$ cat src/rtl/sha256_pkg.sv
// Shared SHA-256 constants, types and bit-mixing helpers.
package sha256_pkg;

    localparam int unsigned WORD_W     = 32;
    localparam int unsigned BLOCK_W    = 512;
    localparam int unsigned NUM_ROUNDS = 64;
    localparam int unsigned WIN_N      = BLOCK_W / WORD_W;

    typedef enum logic {
        S_IDLE = 1'b0,
        S_RUN  = 1'b1
    } sched_state_t;

    // Rotate right by a constant amount.
    function automatic logic [WORD_W-1:0] sha_rotr(input logic [WORD_W-1:0] x,
                                                   input int unsigned n);
        return (x >> n) | (x << (WORD_W - n));
    endfunction

    // Message-schedule small sigma0.
    function automatic logic [WORD_W-1:0] sha_sigma0(input logic [WORD_W-1:0] x);
        return sha_rotr(x, 7) ^ sha_rotr(x, 18) ^ (x >> 3);
    endfunction

    // Message-schedule small sigma1.
    function automatic logic [WORD_W-1:0] sha_sigma1(input logic [WORD_W-1:0] x);
        return sha_rotr(x, 17) ^ sha_rotr(x, 19) ^ (x >> 10);
    endfunction

endpackage

$ cat src/rtl/msg_sched_expand.sv
// Combinational next-word generator for the 16-word schedule window.
module msg_sched_expand
    import sha256_pkg::*;
(
    input  logic [WORD_W-1:0] win0,
    input  logic [WORD_W-1:0] win1,
    input  logic [WORD_W-1:0] win9,
    input  logic [WORD_W-1:0] win14,
    output logic [WORD_W-1:0] next_word
);

    // W_t = s1(W_t-2) + W_t-7 + s0(W_t-15) + W_t-16, carries dropped.
    always_comb begin
        next_word = sha_sigma1(win14) + win9 + sha_sigma0(win1) + win0;
    end

endmodule

$ cat src/rtl/msg_schedule.sv
// Streams the SHA-256 message schedule W0..W(ROUNDS-1) for one captured block.
module msg_schedule
    import sha256_pkg::*;
#(
    parameter  int unsigned ROUNDS = NUM_ROUNDS,
    localparam int unsigned IDX_W  = $clog2(ROUNDS)
) (
    input  logic                 clock,
    input  logic                 reset,
    input  logic                 enable,
    input  logic                 message_vector_complete,
    input  logic [BLOCK_W-1:0]   message_vector,
    input  logic                 w_ready,
    output logic                 w_valid,
    output logic [IDX_W-1:0]     w_index,
    output logic [WORD_W-1:0]    w_word,
    output logic                 schedule_busy,
    output logic                 schedule_complete
);

    sched_state_t      r_state;
    sched_state_t      w_state_nxt;
    logic              r_mvc_q;
    logic [WORD_W-1:0] r_win [WIN_N];
    logic [IDX_W-1:0]  r_index;
    logic              r_valid;
    logic              r_busy;
    logic              r_complete;
    logic [WORD_W-1:0] w_next_word;
    logic              w_start;
    logic              w_accept;
    logic              w_last;

    msg_sched_expand u_expand (
        .win0      (r_win[0]),
        .win1      (r_win[1]),
        .win9      (r_win[9]),
        .win14     (r_win[14]),
        .next_word (w_next_word)
    );

    // Handshake qualifiers shared by the FSM and the datapath.
    always_comb begin
        w_start  = message_vector_complete & ~r_mvc_q;
        w_accept = r_valid & w_ready;
        w_last   = w_accept && (r_index == IDX_W'(ROUNDS - 1));
    end

    // State register; disable behaves like reset.
    always_ff @(posedge clock) begin
        if (reset || !enable) begin
            r_state <= S_IDLE;
        end else begin
            r_state <= w_state_nxt;
        end
    end

    // Next-state: start edge only honoured in IDLE, leave RUN on final accept.
    always_comb begin
        w_state_nxt = r_state;
        case (r_state)
            S_IDLE:  if (w_start) w_state_nxt = S_RUN;
            S_RUN:   if (w_last)  w_state_nxt = S_IDLE;
            default: w_state_nxt = S_IDLE;
        endcase
    end

    // Window capture/slide, index and handshake flags.
    always_ff @(posedge clock) begin
        if (reset || !enable) begin
            r_mvc_q    <= 1'b0;
            r_index    <= '0;
            r_valid    <= 1'b0;
            r_busy     <= 1'b0;
            r_complete <= 1'b0;
            for (int i = 0; i < int'(WIN_N); i++) begin
                r_win[i] <= '0;
            end
        end else begin
            r_mvc_q    <= message_vector_complete;
            r_complete <= 1'b0;
            if (r_state == S_IDLE) begin
                if (w_start) begin
                    for (int i = 0; i < int'(WIN_N); i++) begin
                        r_win[i] <= message_vector[BLOCK_W-1-WORD_W*i -: WORD_W];
                    end
                    r_index <= '0;
                    r_valid <= 1'b1;
                    r_busy  <= 1'b1;
                end
            end else if (w_accept) begin
                for (int i = 0; i < int'(WIN_N) - 1; i++) begin
                    r_win[i] <= r_win[i+1];
                end
                r_win[WIN_N-1] <= w_next_word;
                r_index        <= r_index + IDX_W'(1);
                if (w_last) begin
                    r_valid    <= 1'b0;
                    r_busy     <= 1'b0;
                    r_complete <= 1'b1;
                end
            end
        end
    end

    // Output word is the head of the window while a schedule is running.
    always_comb begin
        w_word = (r_state == S_RUN) ? r_win[0] : '0;
    end

    assign w_valid           = r_valid;
    assign w_index           = r_index;
    assign schedule_busy     = r_busy;
    assign schedule_complete = r_complete;

endmodule

$ cat config.mk
export PLATFORM = sky130hd
export DESIGN_NAME = msg_schedule
export DESIGN_NICKNAME = d
export VERILOG_FILES = /design/src/rtl/sha256_pkg.sv /design/src/rtl/msg_sched_expand.sv /design/src/rtl/msg_schedule.sv
export SDC_FILE = /design/constraint.sdc
export NUM_CORES = 1
export LEC_CHECK = 0
export BUFFER_PORTS_ARGS = -buffer_cell sky130_fd_sc_hd__clkbuf_2
export CAP_MARGIN = 10
export CELL_PAD_IN_SITES_DETAIL_PLACEMENT = 1
export CELL_PAD_IN_SITES_GLOBAL_PLACEMENT = 1
export CORE_MARGIN = 2
export CORE_UTILIZATION = 45
export CTS_BUF_LIST = sky130_fd_sc_hd__clkbuf_16
export CTS_CLUSTER_DIAMETER = 40
export DETAILED_ROUTE_END_ITERATION = 8
export GPL_ROUTABILITY_DRIVEN = 0
export PLACE_DENSITY_LB_ADDON = 0.1
export SYNTH_ARGS = -nofsm -noshare
export SYNTH_HDL_FRONTEND = slang
export SYNTH_HIERARCHICAL = 1
export SYNTH_SLANG_ARGS = --single-unit
$ cat constraint.sdc
create_clock -name clock -period 12.7 [get_ports clock]
set_clock_uncertainty 0.2 [all_clocks]
set_input_delay 0 -clock clock [delete_from_list [all_inputs] [get_ports clock]]
set_output_delay 0 -clock clock [all_outputs]
set_load 0.02 [all_outputs]
==> impl_metrics.ini, run 1 <==
[setup_path]
critical_path.endpoint = r_win[1][251]
required_ns = 12.85
critical_path_class = flip-flop to flip-flop
startpoint_type = flip-flop
critPathLaunch = r_win[1][210]
critical_path.max_fanout = 4
worstSetupEndpointType = flip-flop
reg2reg_slack_ns = 7.14
r2r_end = r_win[1][251]
timing.rr.start = r_win[1][210]
arrival_ns = 5.72
reg2regPathDepth = 16

[routing]
drtIter0Drc = 2419
num_vias = 21917
viasPerCell = 5.920
drc = 0
wl_per_cell_um = 31.72
antenna_left = 0
routed_wl_um = 117400
first_pass_iters = 6

[yosys]
synth_nets = 2337
yosys_warnings = 6
ys_types = 57
synthFlopType = edfxtp_1
ys_ff_latch = 522
yosys.area.top_type = edfxtp_1
syn_avg_cell_area_um2 = 14.79
synth.cell_area_um2 = 25530
synth_top_area_share = 0.6023
synth_common_cells = 512 x a22o_1, 512 x edfxtp_1, 110 x inv_1
synth_seq_area_share = 0.6101
synthCells = 1726
synth_edf_count = 512
async_reset_ff_frac = 0
netlist_top_cells_area = edfxtp_1 60%, a22o_1 18%, fa_1 4.9%, xnor2_1 3.7%, inv_1 1.6%

[finish]
syn_to_final_growth_pct = 46.66
drive_gt1_frac = 0.2483
fill_cells = 5335
final_util = 0.6653
num-nets-final = 3457

[power]
switchingPower_mw = 1.900
p_clk_frac = 0.405
leakage_nw = 16.21
combPwrFrac = 0.235
swShare = 0.3209
seqPwrFrac = 0.360
p_per_area_nw_per_um2 = 158.2
intPower_mw = 4.022
vdd_drop_max_v = 0.0001043

[clock_tree]
insertion_delay_ns = 0.64
cts_sinks = 522
cts_max_path_buffers = 3
cts_tree = yes
path_clk_slew_ns = 0.06
cts_repair_resize_count = 0
cts_root_buffer = clkbuf_16
h-tree-depth = 3
cts_made_buffers = 85

[timing]
final.min_clock_period_ns = 5.564
rsz0062_at_grt = no
timing.final.ws_setup_ns = 7.136
timing.fmax_ghz = 0.1797
final.setup.tns_ns = 0
fin_crit_sh = 0.4381
relSlewSlack = 0.1664
finalMaxSlewViolations = 0
tightest_slew_ns = 1.250
hold_viol_final = 0
setup_viol = 0

[floorplan]
initial_core_util = 0.4536
chipHeight_um = 242.2
die_area_um2 = 58650
io_pins = 558
std_cell_rows = 87
core_region_area_um2 = 56280
dieWidth_um = 242.2

[flow_run]
maxCapViolCount = 0

[placed_design]
dp_slack_ns = 7.325
hpwl_um = 69880
port-buffer-count = 557

[hold_path]
hold_class = input port to flip-flop
hp-start = message_vector[211]

[grt]
grt_max_degree = 224
grt_pass1_vias = 23420
grt_pass1_wl_um = 167200
antenna_found_initial = 36
gr-total-overflow = 0
grtUsageTotal = 0.3944

[status]
outcome = finished clean
[state kept, by name (all words and copies together), names as in the netlist]
register           flops
r_state                1
r_win                512
r_mvc_q                1
schedule_complete      1
w_index                6
schedule_busy          1
[per-layer routing]
metal  global-route usage  up-vias  share of wire
met4               0.1941        8          0.058
met1               0.4756    11049           0.37
li1                     -     9049              -
met2               0.6737     1453           0.49
met5                    0        -        0.00042
met3              0.08231      358          0.080
[worst min-delay path by stage]
stage                              end  slack, ns  depth (start not counted)
after floorplan                r_mvc_q      -0.08                          1
after global placement         r_mvc_q       0.04                          2
after detailed placement       r_mvc_q       0.05                          2
after CTS                 r_win[1][12]     0.0003                          3
after global routing      r_win[1][51]       0.01                          3
final                     r_win[1][51]       0.01                          3
[cells in the final DEF, fill, tap and decap left out, types with 5 or more instances in the layout]
cell,n
a211oi_1,6
a21o_1,10
a21oi_1,33
a22o_1,512
and2_1,33
buf_4,8
bufinv_16,7
clkbuf_16,88
clkbuf_2,557
clkinv_1,8
clkinv_2,7
clkinv_4,11
clkinvlp_4,13
dfxtp_1,10
diode_2,34
dlygate4sd3_1,591
edfxtp_1,512
fa_1,62
ha_1,32
inv_1,115
inv_6,8
nand2_1,26
nand2b_1,5
nand3_1,6
nand4_1,6
nor2_1,19
nor2b_1,7
o21ai_0,17
xnor2_1,107
xor2_1,39
[area by class of cell]
cell class              count  area [µm²]  share of cell area
clock inverters            65       649.4             0.01734
diodes                     34       85.08            0.002272
repair buffers           1160        8843              0.2362
inverters                 110       412.9             0.01103
clock buffers              88        2202             0.05882
multi-input cells         967        8727              0.2331
flip-flops and latches    522       15570              0.4160
well taps                 756       945.9             0.02526
[what timing repair did]
item,in CTS,in global routing
buffers inserted,0,0
hold buffers,591,0
hold endpoints to repair,522,0
[logic make-up (layout without fill, tap and decap cells)]
| logic type | after synthesis | count (layout) | share of synthesized area |
|---|---|---|---|
| compound gates | 606 | 606 | 0.2003 |
| xor+xnor | 146 | 146 | 0.05009 |
| fa+ha+maj | 94 | 94 | 0.06430 |
| buf+inv | 237 | 1423 | 0.04931 |
| flops | 522 | 522 | 0.6101 |
| other cells | 0 | 34 | 0 |
| simple gates | 121 | 121 | 0.02588 |
[critical path: stages (launching register included)]
cell and delay [ns]:
edfxtp_1 0.51, xnor2_1 0.19, xnor2_1 0.36, fa_1 0.52, fa_1 0.49, ha_1 0.24, fa_1 0.44, a211oi_1 0.27
nor2_1 0.09, o21a_1 0.19, o21ai_0 0.46, o21bai_1 0.17, nand3b_1 0.22, a21oi_1 0.35, o311ai_0 0.22, xor2_1 0.18
a22o_1 0.22
[power groups by stage]
stage          registers, mW  clock network (mW)  logic (mW)
3_3_place_gp            2.14                   0        1.13
4_1_cts                 2.12                2.33        1.32
6_report                2.13                2.40        1.39
5_1_grt                 2.14                2.47        1.48
3_5_place_dp            2.15                   0        1.16
2_1_floorplan           2.11                   0       0.774
[through the flow]
| step | power, mW | area [µm²] | hold slack (ns) | std cells |
|---|---|---|---|---|
| finish | 5.922 | 37440 | 0.01473 | 3702 |
| global route | 6.080 | 37430 | 0.009728 | 3699 |
| CTS | 5.769 | 37360 | 0.0003118 | 3668 |
| detailed placement | 3.308 | 28590 | 0.04655 | 2924 |
| global placement | 3.275 | 28590 | 0.04494 | 2924 |
| floorplan | 2.881 | 25530 | -0.07829 | 1726 |
No activity file was read; power rests on OpenSTA's default activity.
==> run 2, diff against run 1 <==
- CORE_UTILIZATION: 45 -> 41
- clock period: 12.7 -> 4.65 ns (I/O delays scaled with it)
==> impl_metrics.ini, run 2 <==
[clock_tree]
h-tree-depth = 3
cts_sinks = 522
cts_repair_resize_count = 23
postCtsHoldBufs = 652
cts_made_buffers = 93
cts_max_path_buffers = 3
cts_root_buffer = clkbuf_16
postCtsSetupBuffers = 7

[floorplan]
initial_core_util = 0.4144
chipHeight_um = 253.5
dieWidth_um = 253.5
std_cell_rows = 91
io_pins = 558

[yosys]
synthFlopType = edfxtp_1
async_reset_ff_frac = 0
ys_ff_latch = 522
synth_top_area_share = 0.6023
synth_edf_count = 512
syn_avg_cell_area_um2 = 14.79
synth_nets = 2337
ys_types = 57
synth_common_cells = 512 x a22o_1, 512 x edfxtp_1, 110 x inv_1
netlist_top_cells_area = edfxtp_1 60%, a22o_1 18%, fa_1 4.9%, xnor2_1 3.7%, inv_1 1.6%
synthCells = 1726
yosys_warnings = 6
synth.cell_area_um2 = 25530
synth_seq_area_share = 0.6101
yosys.area.top_type = edfxtp_1

[status]
error_line = [ERROR RSZ-0060] Max buffer count reached.
lastStage = 4_1_cts
outcome = did not finish

[placed_design]
hpwl_um = 72900
port-buffer-count = 557
dp.cells = 3076
dp_slack_ns = -0.4102
## run 2: cell counts after synthesis
Identical to the previous run, type by type.
## run 2: metrics by stage
stage | TNS, ns | area, µm²
after floorplan | 0 | 25530
after global placement | -1.476 | 29330
after detailed placement | -2.755 | 29330
## run 2: kinds of logic after synthesis
logic type / synth area share
buffers and inverters: 0.04931
AND/OR/NAND/NOR: 0.02588
AO/OA/AOI/OAI: 0.2003
XOR/XNOR: 0.05009
flip-flops: 0.6101
adder cells (fa/ha/maj): 0.06430
==> run 3, diff against run 2 <==
- CELL_PAD_IN_SITES_DETAIL_PLACEMENT: 1 -> not set
- CELL_PAD_IN_SITES_GLOBAL_PLACEMENT: 1 -> not set
- CORE_UTILIZATION: 41 -> 30
- CTS_BUF_LIST: sky130_fd_sc_hd__clkbuf_16 -> not set
- CTS_CLUSTER_DIAMETER: 40 -> not set
- PLACE_DENSITY_LB_ADDON: 0.1 -> 0.15
- clock period: 4.65 -> 6.05 ns (I/O delays scaled with it)
==> impl_metrics.ini, run 3 <==
[yosys]
ys_ff_latch = 522
synthFlopType = edfxtp_1
yosys.area.top_type = edfxtp_1
syn_avg_cell_area_um2 = 14.79
async_reset_ff_frac = 0
synth_top_area_share = 0.6023
synth.cell_area_um2 = 25530
synthCells = 1726
synth_common_cells = 512 x a22o_1, 512 x edfxtp_1, 110 x inv_1
netlist_top_cells_area = edfxtp_1 60%, a22o_1 18%, fa_1 4.9%, xnor2_1 3.7%, inv_1 1.6%
synth_seq_area_share = 0.6101
synth_edf_count = 512
ys_types = 57
synth_nets = 2337
yosys_warnings = 6

[floorplan]
initial_core_util = 0.3041
std_cell_rows = 106
chipHeight_um = 295.7
dieWidth_um = 295.7
io_pins = 558

[status]
lastStage = 4_1_cts
error_line = [ERROR RSZ-0060] Max buffer count reached.
outcome = did not finish

[clock_tree]
postCtsHoldBufs = 686
cts_root_buffer = clkbuf_16
cts_repair_resize_count = 0
postCtsSetupBuffers = 0
h-tree-depth = 2
cts_max_path_buffers = 3
cts_sinks = 522
cts_made_buffers = 60

[placed_design]
placed_area_um2 = 29180
hpwl_um = 75820
port-buffer-count = 557
run 3: cells by family after synthesis:
group                      share of synthesized area
adders and majority gates                    0.06430
buffers and inverters                        0.04931
xor gates and xnor gates                     0.05009
AOI/OAI and AO/OA                             0.2003
and+or+nand+nor                              0.02588
DFF                                           0.6101
run 3: metrics by stage:
stage / worst slack (ns) / util / instances
after floorplan: 1.425 / - / 1726
after detailed placement: 0.8454 / 0.3476 / 3311
after global placement: 0.9294 / 0.3476 / 3311
